<file path="src/rtl/arb_mux_n_pkg.sv">
// Shared definitions for the N-input arbitrated mux:
// selection mode encodings and a constant clog2 helper.
package arb_mux_n_pkg;

  localparam int MUX_MODE_EXT  = 0;
  localparam int MUX_MODE_PRIO = 1;
  localparam int MUX_MODE_RR   = 2;

  function automatic int clog2(input int v);
    int r;
    r = 0;
    for (int i = 0; i < 31; i++) begin
      if ((1 << i) < v) r = i + 1;
    end
    return r;
  endfunction

endpackage

</file>
<file path="src/rtl/arb_mux_n_rr_arbiter.sv">
// Rotating-priority arbiter: first request at or after ptr_i,
// wrapping modulo NUM_IN. A zero pointer gives fixed priority.
module rr_arbiter #(
  parameter int NUM_IN = 2,
  parameter int SEL_W  = 1
) (
  input  logic [NUM_IN-1:0] req_i,
  input  logic [SEL_W-1:0]  ptr_i,
  output logic [NUM_IN-1:0] gnt_o,
  output logic [SEL_W-1:0]  idx_o
);

  int               j;
  logic [SEL_W-1:0] jj;
  logic             found;

  always_comb begin
    gnt_o = '0;
    idx_o = '0;
    found = 1'b0;
    j     = 0;
    jj    = '0;
    for (int k = 0; k < NUM_IN; k++) begin
      j = int'(ptr_i) + k;
      if (j >= NUM_IN) j = j - NUM_IN;
      jj = SEL_W'(j);
      if (!found && req_i[jj]) begin
        found     = 1'b1;
        gnt_o[jj] = 1'b1;
        idx_o     = jj;
      end
    end
  end

endmodule

</file>
<file path="src/rtl/arb_mux_n.sv">
// Registered N:1 mux with valid/ready channels and a one-entry
// output buffer; external, fixed-priority or round-robin select.
module arb_mux_n
  import arb_mux_n_pkg::*;
#(
  parameter int WIDTH  = 3,
  parameter int NUM_IN = 2,
  parameter int MODE   = MUX_MODE_EXT,
  localparam int SEL_W =
    (clog2(NUM_IN) > 1) ? clog2(NUM_IN) : 1
) (
  input  logic                    clk,
  input  logic                    rst_n,
  input  logic [NUM_IN*WIDTH-1:0] in_data,
  input  logic [NUM_IN-1:0]       in_valid,
  output logic [NUM_IN-1:0]       in_ready,
  input  logic [SEL_W-1:0]        sel,
  output logic [WIDTH-1:0]        out_data,
  output logic                    out_valid,
  input  logic                    out_ready,
  output logic [SEL_W-1:0]        out_src
);

  logic [WIDTH-1:0]  data_q, data_d;
  logic              valid_q, valid_d;
  logic [SEL_W-1:0]  src_q, src_d;
  logic [SEL_W-1:0]  ptr_q, ptr_d;

  logic              can_load;
  logic              xfer;
  logic [NUM_IN-1:0] arb_gnt, gnt;
  logic [SEL_W-1:0]  arb_idx, gnt_idx;
  logic [SEL_W-1:0]  arb_ptr;
  logic [WIDTH-1:0]  word;

  assign arb_ptr = (MODE == MUX_MODE_RR) ? ptr_q : '0;

  rr_arbiter #(
    .NUM_IN (NUM_IN),
    .SEL_W  (SEL_W)
  ) u_arb (
    .req_i  (in_valid),
    .ptr_i  (arb_ptr),
    .gnt_o  (arb_gnt),
    .idx_o  (arb_idx)
  );

  always_comb begin
    gnt     = arb_gnt;
    gnt_idx = arb_idx;
    if (MODE == MUX_MODE_EXT) begin
      gnt     = '0;
      gnt_idx = '0;
      // Out-of-range select grants nothing.
      if (int'(sel) < NUM_IN) begin
        gnt[sel] = in_valid[sel];
        gnt_idx  = sel;
      end
    end
  end

  assign can_load = ~valid_q | out_ready;
  assign in_ready = gnt & {NUM_IN{can_load & rst_n}};
  assign xfer     = |in_ready;
  assign word     = in_data[gnt_idx*WIDTH +: WIDTH];

  always_comb begin
    data_d  = data_q;
    src_d   = src_q;
    valid_d = valid_q;
    ptr_d   = ptr_q;
    if (xfer) begin
      data_d  = word;
      src_d   = gnt_idx;
      valid_d = 1'b1;
      if (MODE == MUX_MODE_RR) begin
        ptr_d = (int'(gnt_idx) == NUM_IN - 1)
              ? '0 : gnt_idx + SEL_W'(1);
      end
    end else if (out_ready) begin
      valid_d = 1'b0;
    end
  end

  always_ff @(posedge clk or negedge rst_n) begin
    if (!rst_n) begin
      data_q  <= '0;
      valid_q <= 1'b0;
      src_q   <= '0;
      ptr_q   <= '0;
    end else begin
      data_q  <= data_d;
      valid_q <= valid_d;
      src_q   <= src_d;
      ptr_q   <= ptr_d;
    end
  end

  assign out_data  = data_q;
  assign out_valid = valid_q;
  assign out_src   = src_q;

endmodule
</file>
<file path="config.mk">
export PLATFORM = sky130hd
export DESIGN_NAME = arb_mux_n
export DESIGN_NICKNAME = d
export VERILOG_FILES = /design/src/rtl/arb_mux_n_pkg.sv /design/src/rtl/arb_mux_n_rr_arbiter.sv /design/src/rtl/arb_mux_n.sv
export SDC_FILE = /design/constraint.sdc
export NUM_CORES = 1
export LEC_CHECK = 0
export CAP_MARGIN = 20
export CORE_AREA = 2 2 39 41
export DETAILED_ROUTE_END_ITERATION = 10
export DIE_AREA = 0 0 41 43
export MAX_ROUTING_LAYER = met4
export PLACE_DENSITY = 0.57
export SYNTH_ARGS = -nofsm -noshare
export SYNTH_HDL_FRONTEND = slang
export SYNTH_SLANG_ARGS = --single-unit
</file>
<file path="constraint.sdc">
create_clock -name clk -period 1.6 [get_ports clk]
set_input_delay 0.24 -clock clk [delete_from_list [all_inputs] [get_ports clk]]
set_output_delay 0.24 -clock clk [all_outputs]
set_load 0.005 [all_outputs]
</file>
# After elaboration in Yosys (flattened, before gate mapping)
# Index checks and enable logic that the tools add are counted.
# totals
ff_bits	5
in_bits	12
output_inout_bits	7
elab_cells	21
# classes
multipliers	1
magnitude_cmp	2
shift	1
n_mux	6
bitwise_logic	5
n_reduce_logical	3
# op_table
operator	n
variable part select 6 x 4 -> 3 bit	1
2-to-1 mux 1 bit	5
AND 2 bit	2
multiplier 1 x 2 -> 3 bit (second input constant)	1
< comparator 1 x 2 -> 1 bit (second input constant)	1
nonzero test 2 bit	1
OR reduction 2 bit	1
AND 1 bit	1
demux 1 bit (select 1 bit)	1
>= comparator 1 bit (second input constant)	1
logical AND 1 bit	1
inverter 1 bit	1
bitwise OR 1 bit	1

# Depth between registers and ports, before layout
# depth
depth_word	8
mapped_depth	4
ltp_nobuf	3

# Least setup slack after synthesis
# Ideal clock, no wire load.
# synth_timing
kind	input-to-reg
from	input sel
to	register data_q[0] (netlist: out_data[0])
setup_time_ns	0.125
t_arrival_ns	1.050
required_ns	1.475
setup_slack_ns	0.424
path_stages	4
n_path_buf	1
cell_sequence	buf_6 -> mux2_4 -> nand3_4 -> mux2_4
# synth_via
elab_chain_cells	7
word_cells_on_any_way	12
cone_classes	mul: 1; order compare: 2; shift: 1; mux: 4; bitwise: 2; reduce/logical: 2
# synth_lines
element	line	rtl
start: declaration	arb_mux_n.sv:17	input logic [SEL_W-1:0] sel,
branches (longest 7 deep; another with multiplier 1 x 2 -> 3 bit)	--	
end signal: assignment	arb_mux_n.sv:92	data_q <= data_d;
end: declaration	arb_mux_n.sv:24	logic [WIDTH-1:0] data_q, data_d;
# Several ways; the timed one is not identified. The select of a mux whose other input is x is not followed.
# A chain may end at the register's enable or synchronous reset.

# Worst setup path in the final report
# layout_timing
from	input sel
to	output in_ready[0]
# layout_via
elab_chain_cells	6
word_cells_on_any_way	9
cone_classes	order compare: 2; mux: 4; bitwise: 2; reduce/logical: 1
# layout_lines
element	line	rtl
< comparator 1 x 2 -> 1 bit (not written as such) / >= comparator 1 bit (equally long branches)	arb_mux_n.sv:56	gnt[sel] = in_valid[sel];
logical AND 1 bit (not written as such)	arb_mux_n.sv:56	
2-to-1 mux 1 bit (not written as such)	arb_mux_n.sv:56	
demux 1 bit (select 1 bit)	arb_mux_n.sv:56	
AND 2 bit (no line) *	--	
AND 2 bit *	arb_mux_n.sv:63	assign in_ready = gnt & {NUM_IN{can_load & rst_n}};
end: declaration	arb_mux_n.sv:16	output logic [NUM_IN-1:0] in_ready,
# Every way passes the cells marked *; elsewhere a longest branch is shown, timed or not. The select of a mux whose other input is x is not followed.

==> results_dict.tcl <==
set metrics [dict create \
    status "complete, no violations" \
    min_path_type "primary input to async pin" \
    die-area_um2 1760 \
    grt_antenna_before_repair 0 \
    syn_to_final_growth_pct 90.2 \
    num_rows 14 \
    synthesis.yosys.warnings 0 \
    coreArea_um2 1380 \
    cap_viol_max_count 0 \
    cp.depth 3 \
    cp.arrival_ps 1300 \
    ys_seq_elements 5 \
    drive_gt1_share_pct 41.7 \
    p_switching_mw 0.117 \
    grt_pass1_vias 309 \
    nNetsFinal 61 \
    grt-ovfl-total 0 \
    worst_setup_path_end_kind "primary output" \
    period_minus_slack_ps 1540 \
    avgViaCountPerCell 4.41 \
    yosysMostFrequentCell "dfrtp_1" \
    slew_violations 0 \
    fin_worst_skew_ps 2.05 \
    r2r-start "out_valid" \
    rr_worst_depth 4 \
    start_util_pct 21.2 \
    cp_num_buf_inv 2 \
    cpPeakStageDelay_ps 550 \
    power_frac_clock_pct 31.4 \
    wl_per_cell_um 12.4 \
    max_freq_ghz 0.648 \
    fin_tns_setup_ps 0 \
    hpwl_um 662 \
    grt_pass1_wl_um 1350 \
    clk_path_buf_depth 2 \
    synth.top_cell.area_share_pct 42.6 \
    holdBufCountCts 0 \
    seqPwrFrac_pct 34.7 \
    htreeDepth 1 \
    post-route-period-util_pct 96.5 \
    setup_viol 0 \
    synth_largest_area_cell "dfrtp_1" \
    crit_type "primary input to primary output" \
    synth.avg_cell_area_um2 14.0 \
    p_int_mw 0.363 \
    reg2reg_setup_slack_ps 460 \
    synth_common_cells "dfrtp_1 (5), mux2_4 (4), mux2_2 (3)" \
    clock_latency_ps 240 \
    syn-num-nets 33 \
    switching_share_pct 24.4 \
    wirelength_um 795 \
    path_clk_slew_ps 50 \
    rsz0062_at_grt "false" \
    p_per_area_nw_per_um2 860 \
    yosys-top-cells-area "dfrtp_1 (43%), mux2_4 (20%), mux2_2 (11%)" \
    track_usage_pct 11.8 \
    fin_cells 64 \
    power_mw 0.481 \
    critical_path_required_ps 1360 \
    die_h_um 43 \
    worst_pin_slew_ps 166 \
    place.gp.congestion 0.619 \
    p_leak_nw 0.258 \
    dp_cells 60 \
    diodes 0 \
    io_buffers 18 \
    r2r-end "out_data[0]" \
    chipWidth_um 41 \
    synth_seq_area_share_pct 42.6 \
    cp_cell_sequence "clkdlybuf4s50_1 > and4b_2 > dlygate4sd2_1" \
    path_max_fanout 5 \
    synthArstFlopShare_pct 100 \
    synth_cells 21 \
    synth_cell_types 12 \
    cts_root_buf "clkbuf_4" \
    ant_nets 0 \
    firstDrtPassIters 2 \
    cts-buffers-inserted 3 \
    ios 19 \
    syn_area_um2 294 \
    slowest_stage "clkdlybuf4s50_1" \
    utilization_pct 40.4 \
    crit_family "buffers and inverters" \
    max_slew_margin_pct 88.8 \
    yosys_most_used_dff "dfrtp_1" \
    peakVddDrop_uv 336 \
    drcViolationCount 0 \
    grt_max_degree 6 \
    via_count 282 \
    clock_sinks 5 \
    worstSetupStartpointType "primary input" \
    nFillCells 135 \
    cts_tree "built" \
    synth_edf_count 0 \
    pwr-share-comb_pct 34.0 \
    first_iter_violations 3 \
    hold_viol 0 \
]
==> flip-flops by register name, indices dropped and copies added, names as in the netlist <==
register / cells
out_data: 3
out_valid: 1
out_src: 1
==> logic make-up after synthesis <==
logic type	Yosys count	share of synthesized area (%)
AND/OR/NAND/NOR	7	19.6
flip-flops	5	42.6
buffers and inverters	1	3.83
AO/OA/AOI/OAI	1	2.13
multiplexers	7	31.9
==> cells in the final DEF, fill, tap and decap left out <==
| cell | synthesis | final |
|---|---|---|
| mux2_4 | 4 | 4 |
| buf_4 | 0 | 6 |
| and4_2 | 1 | 1 |
| clkdlybuf4s50_1 | 0 | 16 |
| nand3_4 | 1 | 1 |
| clkbuf_4 | 0 | 3 |
| nand2_1 | 1 | 1 |
| dfrtp_1 | 5 | 5 |
| clkbuf_1 | 0 | 1 |
| nor2_1 | 1 | 1 |
| dlygate4sd2_1 | 0 | 2 |
| nor3_1 | 1 | 1 |
| nand2b_4 | 0 | 1 |
| mux2_2 | 3 | 3 |
| a31oi_1 | 1 | 1 |
| and4b_2 | 1 | 1 |
==> how the worst max path moves through the flow <==
stage | from | endpoint | slack, ps
after floorplan | sel | out_data[0] | 420
after global placement | out_ready | in_ready[0] | -180
after detailed placement | out_ready | in_ready[0] | -230
after CTS | out_ready | in_ready[0] | 50
after global routing | sel | in_ready[0] | 0.3
final | sel | in_ready[0] | 60
==> timing repair <==
item | 4_1_cts | 5_1_grt
resized for setup | 3 | 0
setup buffers | 0 | 0
endpoints found under the setup margin | 2 | 0
==> cell type report <==
| type | count | area (um^2) | share of cell area, % |
|---|---|---|---|
| repair buffers | 24 | 223 | 39.8 |
| multi-input cells | 15 | 165 | 29.5 |
| flip-flops and latches | 5 | 125 | 22.4 |
| clock buffers | 4 | 26.3 | 4.70 |
| well taps | 16 | 20.0 | 3.58 |
==> power groups by stage <==
stage / registers [mW] / clock network, mW / logic [mW]
3_5_place_dp: 0.166 / 0 / 0.165
5_1_grt: 0.171 / 0.160 / 0.178
4_1_cts: 0.167 / 0.156 / 0.167
3_3_place_gp: 0.166 / 0 / 0.161
2_1_floorplan: 0.168 / 0 / 0.0597
6_report: 0.167 / 0.151 / 0.163
==> routing by layer <==
layer | routed length [um] | vias to the layer above | GRT usage (%)
li1 | - | 131 | -
met1 | 301 | 132 | 13.1
met2 | 401 | 19 | 17.5
met3 | 92 | 0 | 3.14
met4 | 0 | 0 | 8.00
met5 | 0 | - | -
==> per-stage QoR <==
| step | setup slack [ps] | area, um^2 | hold WS (ps) |
|---|---|---|---|
| 2_1_floorplan | 424 | 294 | -55.6 |
| 3_3_place_gp | -179 | 528 | 499 |
| 3_5_place_dp | -232 | 528 | 497 |
| 4_1_cts | 47.6 | 559 | 348 |
| 5_1_grt | 0.309 | 559 | 391 |
| 6_report | 55.6 | 559 | 352 |
==> worst reg2reg max path, delay by kind of cell (launching register included) <==
family | cells | cell delay [ps]
buffers and inverters | 1 | 130
flip-flops | 1 | 400
multiplexers | 1 | 310
AND/OR/NAND/NOR | 2 | 190
(Power assumes the default switching activity.)
